[config.mk]
export PLATFORM = sky130hd
export DESIGN_NAME = ed25519_io_ctrl
export DESIGN_NICKNAME = d
export VERILOG_FILES = /design/src/rtl/ed25519_io_ctrl.sv
export SDC_FILE = /design/constraint.sdc
export NUM_CORES = 2
export LEC_CHECK = 0
export ABC_AREA = 1
export BUFFER_PORTS_ARGS = -buffer_cell sky130_fd_sc_hd__clkbuf_2
export CAP_MARGIN = 20
export CORE_AREA = 5 5 556 558
export CTS_BUF_LIST = sky130_fd_sc_hd__clkbuf_8 sky130_fd_sc_hd__clkbuf_16
export DETAILED_ROUTE_END_ITERATION = 10
export DIE_AREA = 0 0 561 563
export PLACE_DENSITY = 0.35
export SYNTH_ARGS = -nofsm -noshare
export SYNTH_HDL_FRONTEND = slang
export SYNTH_SLANG_ARGS = --single-unit
[constraint.sdc]
create_clock -name i_clk -period 1.9 [get_ports i_clk]
set_clock_uncertainty 0.2 [all_clocks]
set_input_delay 0.38 -clock i_clk [delete_from_list [all_inputs] [get_ports i_clk]]
set_output_delay 0.38 -clock i_clk [all_outputs]
set_load 0.005 [all_outputs]
[src/rtl/ed25519_io_ctrl.sv]
// rtl/ed25519_io_ctrl.sv - stream front-end sequencer for the ed25519 scalar-multiplication core
module ed25519_io_ctrl #(
  parameter int DATA_W = 64,
  parameter int PATN_W = 256
) (
  input  logic              i_clk,
  input  logic              i_rst_n,
  input  logic              i_in_valid,
  output logic              o_in_ready,
  input  logic [DATA_W-1:0] i_in_data,
  output logic              o_out_valid,
  input  logic              i_out_ready,
  output logic [DATA_W-1:0] o_out_data,
  output logic              o_start,
  output logic [PATN_W-1:0] o_scalar,
  output logic [PATN_W-1:0] o_px,
  output logic [PATN_W-1:0] o_py,
  input  logic              i_done,
  input  logic [PATN_W-1:0] i_rx,
  input  logic [PATN_W-1:0] i_ry,
  output logic              o_busy
);

  localparam int IN_WORDS  = 3 * PATN_W / DATA_W;
  localparam int OUT_WORDS = 2 * PATN_W / DATA_W;
  localparam int CNT_W     = 4;

  typedef enum logic [1:0] {
    S_LOAD,
    S_START,
    S_WAIT,
    S_UNLOAD
  } state_e;

  state_e                  state_q, state_d;
  logic [CNT_W-1:0]        cnt_q, cnt_d;
  logic                    in_ready_q;
  logic [3*PATN_W-1:0]     op_q;
  logic [2*PATN_W-1:0]     out_q;
  logic                    in_fire;
  logic                    out_fire;

  // in_ready_q is only ever set while in LOAD; the state term keeps the handshake explicit
  assign in_fire  = i_in_valid && in_ready_q && (state_q == S_LOAD);
  assign out_fire = (state_q == S_UNLOAD) && i_out_ready;

  // Next-state and shared word counter (input words in LOAD, output words in UNLOAD)
  always_comb begin
    state_d = state_q;
    cnt_d   = cnt_q;
    case (state_q)
      S_LOAD: begin
        if (in_fire) begin
          if (cnt_q == CNT_W'(IN_WORDS - 1)) begin
            cnt_d   = '0;
            state_d = S_START;
          end else begin
            cnt_d = cnt_q + 1'b1;
          end
        end
      end
      S_START: state_d = S_WAIT;
      S_WAIT: begin
        if (i_done) state_d = S_UNLOAD;
      end
      S_UNLOAD: begin
        if (out_fire) begin
          if (cnt_q == CNT_W'(OUT_WORDS - 1)) begin
            cnt_d   = '0;
            state_d = S_LOAD;
          end else begin
            cnt_d = cnt_q + 1'b1;
          end
        end
      end
      default: begin
        state_d = S_LOAD;
        cnt_d   = '0;
      end
    endcase
  end

  // State, counter and registered input-ready (low during reset, high whenever the next state is LOAD)
  always_ff @(posedge i_clk or negedge i_rst_n) begin
    if (!i_rst_n) begin
      state_q    <= S_LOAD;
      cnt_q      <= '0;
      in_ready_q <= 1'b0;
    end else begin
      state_q    <= state_d;
      cnt_q      <= cnt_d;
      in_ready_q <= (state_d == S_LOAD);
    end
  end

  // Operand deserializer shifts words in from the bottom so word 0 lands in scalar[255:192];
  // result serializer captures {x,y} on done and shifts left one word per output transfer
  always_ff @(posedge i_clk or negedge i_rst_n) begin
    if (!i_rst_n) begin
      op_q  <= '0;
      out_q <= '0;
    end else begin
      if (in_fire) begin
        op_q <= {op_q[3*PATN_W-DATA_W-1:0], i_in_data};
      end
      if ((state_q == S_WAIT) && i_done) begin
        out_q <= {i_rx, i_ry};
      end else if (out_fire) begin
        out_q <= out_q << DATA_W;
      end
    end
  end

  assign o_in_ready  = in_ready_q;
  assign o_start     = (state_q == S_START);
  assign o_out_valid = (state_q == S_UNLOAD);
  assign o_busy      = (state_q != S_LOAD);
  assign o_out_data  = out_q[2*PATN_W-1 -: DATA_W];
  assign o_scalar    = op_q[3*PATN_W-1 -: PATN_W];
  assign o_px        = op_q[2*PATN_W-1 -: PATN_W];
  assign o_py        = op_q[PATN_W-1:0];

endmodule

==> flow_summary_export.csv <==
group,metric,value,unit
run_status,outcome,"finished, violations left",
run_status,failed_checks,"setup timing",
worst_setup_path,critPathMaxFanout,2,
grt,grt_pass1_wl,384,mm
timing,fin_crit,2310,ps
final_layout,fin_area,83200,sq um
clock_tree,clk_latency,830,ps
floorplanning,io_pins,1417,
route,drc_errors,0,
timing,slew_viol_final,0,
clock_tree,cts_buffers,166,
grt,grt_overflow,0,
place,place_ws,-410,ps
timing,grt_setup_unrepaired,"true",
grt,grt_max_degree,104,
timing,setup_slack,-410,ps
grt,grt_util_met2,25.1,%
synth,ys_warn_count,0,
place,dp_hpwl,219,mm
synth,yosys_register_bits,1287,
timing,worst_pin_slew,935,ps
synth,synth_nets,6285,
clock_tree,tritoncts,"yes",
synth,synthesis.area,51900,sq um
timing,fin_crit_sh,122,%
place,dpl_cell_area,65600,sq um
synth,synth_xor_area_share,0,%
grt,grt_pass1_vias,48500,
hold_path,min_path_type,"input port to flip-flop",
timing,max_freq,433,MHz
clock_tree,cts_root_buffer,"clkbuf_16",
final_layout,final_util,27.4,%
final_layout,layout-drive-gt1-share,31.1,%
synth,synth_top_family_by_area,"compound AO/OA/AOI/OAI gates",
grt,use_met1,24.0,%
worst_setup_path,path_class,"flip-flop to output pin",
synth,yosys.cell_types.count,21,
grt,busiest_layer,"met2",
hold_path,min_from,"i_ry[14]",
clock_tree,path_clk_slew,60,ps
route,wl_per_cell,23.9,microns
grt,antenna_found_initial,117,
worst_setup_path,slowest_stage,"dfrtp_1",
route,drt_iter0_markers,3277,
worst_setup_path,arrival,1730,ps
final_layout,fill_cells,32900,
synth,synthTopCellsByCount,"1287 x dfrtp_1, 1174 x nand2_1, 772 x nor2_1",
synth,synthCells,5698,
synth,synth-compound-area-share,14.9,%
worst_setup_path,path_common_cell,"buf_6",
worst_setup_path,path_cells,"inv_2 > buf_6 > ha_4 > buf_6 > inv_4 > buf_8",
synth,netlist_top_cells_area,"dfrtp_1 62%, nand2_1 8.5%, o21ai_0 5.6%",
final_layout,syn_to_final_growth,60.2,%
floorplanning,core-area,304000,sq um
hold_path,hold_depth,4,
synth,synth.area.mux_share,0,%
route,avgViaCountPerCell,4.03,
timing,hold_viol_final,0,
worst_setup_path,cpPeakStageDelay,370,ps
final_layout,final_cells,12200,
synth,synth_top_area_cell,"dfrtp_1",
pwr,p_leak,40.6,nW
timing,hold_ws,110,ps
worst_setup_path,cp-end-kind,"output pin",
worst_setup_path,cp-startpoint,"state_q[0]",
synth,synth_edf_count,0,
pwr,ir_worst_vdd,0.650,mV
clock_tree,cts.path.max_buffers,4,
floorplanning,die-area,316000,sq um
place,portBuffers,1416,
route,num_vias,49100,
floorplanning,rows,203,
pwr,powerDensity,1860,nW/um^2
timing,setup_viol,1927,
route,drtPass1Iterations,6,
grt,track_usage,16.9,%
run,maxCapViolations,0,
synth,synthFlopType,"dfrtp_1",
clock_tree,h-tree-depth,4,
synth,synthArstFlopShare,100,%
clock_tree,cts_sinks,1287,
route,drt-total-wl,291,mm
synth,synth_simple_gate_area_share,14.1,%
synth,post_synth_fa_ha_maj_area_fraction,0.145,%
worst_setup_path,r2r-start,"state_q[0]",
grt,grt_use_met3,4.20,%
synth,syn_avg_cell_area,9.11,sq um
floorplanning,fp.dieW,561,microns
synth,yosysMostFrequentCell,"dfrtp_1",
worst_setup_path,r2r.worst_path.cells,12,
floorplanning,die_h,563,microns
final_layout,finalNetCount,8605,
timing,slew_headroom,37.4,%
floorplanning,start_util,17.1,%
place,dp_cells,11000,
worst_setup_path,crit_required,1320,ps
worst_setup_path,cp-start-kind,"flip-flop",
synth,yosysSeqAreaShare,62.0,%
synth,synth_top_cell_area_share,62.0,%
place,place_congestion,0.867,
route,ant_nets,0,
-- cells by family after synthesis --
| group | count (synthesis) |
|---|---|
| AOI/OAI and AO/OA | 1419 |
| and+or+nand+nor | 1952 |
| adders and majority gates | 6 |
| buffers and inverters | 1034 |
| DFF | 1287 |
-- routing by layer --
layer	vias up	wire length, microns
met4	32	10000
met1	23900	138000
met5	-	213
met2	1594	124000
met3	448	18600
li1	23100	-
-- report_power, final --
part           total (mW)  internal (mW)  switching (mW)  leakage [nW]
Combinational        70.8           30.1            40.6          23.0
Sequential           51.5           41.2            10.3          14.8
Clock                32.2           19.0            13.2          2.85
-- through the flow --
stage	setup TNS, ps	power (mW)
2_1_floorplan	0	74.6
3_3_place_gp	-240740	107
3_5_place_dp	-220080	108
4_1_cts	-386390	147
5_1_grt	-476700	165
6_report	-275590	154
-- critical path: cells and delay by family, from the launching register on --
kind / cells / cell delay [ps]
adders and majority gates: 1 / 150
DFF: 1 / 370
buffers and inverters: 5 / 420
-- cells in the final DEF, fill, tap and decap left out, types with 31 or more instances in the layout --
cell type      Yosys  layout
a21oi_1          387     384
a31oi_1          319     308
buf_12             0     117
buf_16             0      46
buf_4            109     297
buf_6              4      42
clkbuf_16          0     236
clkbuf_2           0    1377
clkbuf_8           0      86
dfrtp_1         1287    1220
dfrtp_2            0      67
diode_2            0      49
dlygate4sd3_1      0     581
inv_1            586     615
nand2_1         1174    1151
nor2_1           772     678
nor2_2             0      41
nor2_4             0      53
o211ai_1          64      64
o21ai_0          582     496
o21ai_1            1      52
o21ai_2            0      31
o22ai_1           65      51
-- flip-flops by register name, summed over array words and instances (netlist names) --
signal and flops:
op_q 768, out_q 512, cnt_q 4, state_q 2, o_in_ready 1
-- worst paths after layout --
check	slack, ps	end
max in group asynchronous	-130	out_q[436]
worst max register to register	-360	out_q[218]
worst max-delay path	-410	o_busy
worst min-delay path	110	out_q[14]
min in group asynchronous	210	op_q[288]
worst min register to register	280	op_q[711]
-- cell type report --
class	count	area [sq um]	area share, %
Antenna cell	49	123	0.147
Clock buffer	217	4860	5.84
Clock inverter	72	624	0.751
Inverter	588	2250	2.70
Multi-Input combinational cell	3377	16200	19.5
Sequential cell	1287	32300	38.8
Tap cell	3997	5000	6.01
Timing Repair Buffer	2597	21800	26.2
Timing Repair inverter	1	30.0	0.0361
-- repair_timing --
item | in CTS | in global routing
endpoints found under the hold margin | 1815 | 0
endpoints found under the setup margin | 2077 | 2121
pin swaps | 5 | 63
hold buffers | 581 | 0
gates resized for setup | 234 | 489
gates cloned | 19 | 85
setup buffers | 97 | 64
Note: power is estimated with default switching activity, not from simulation.
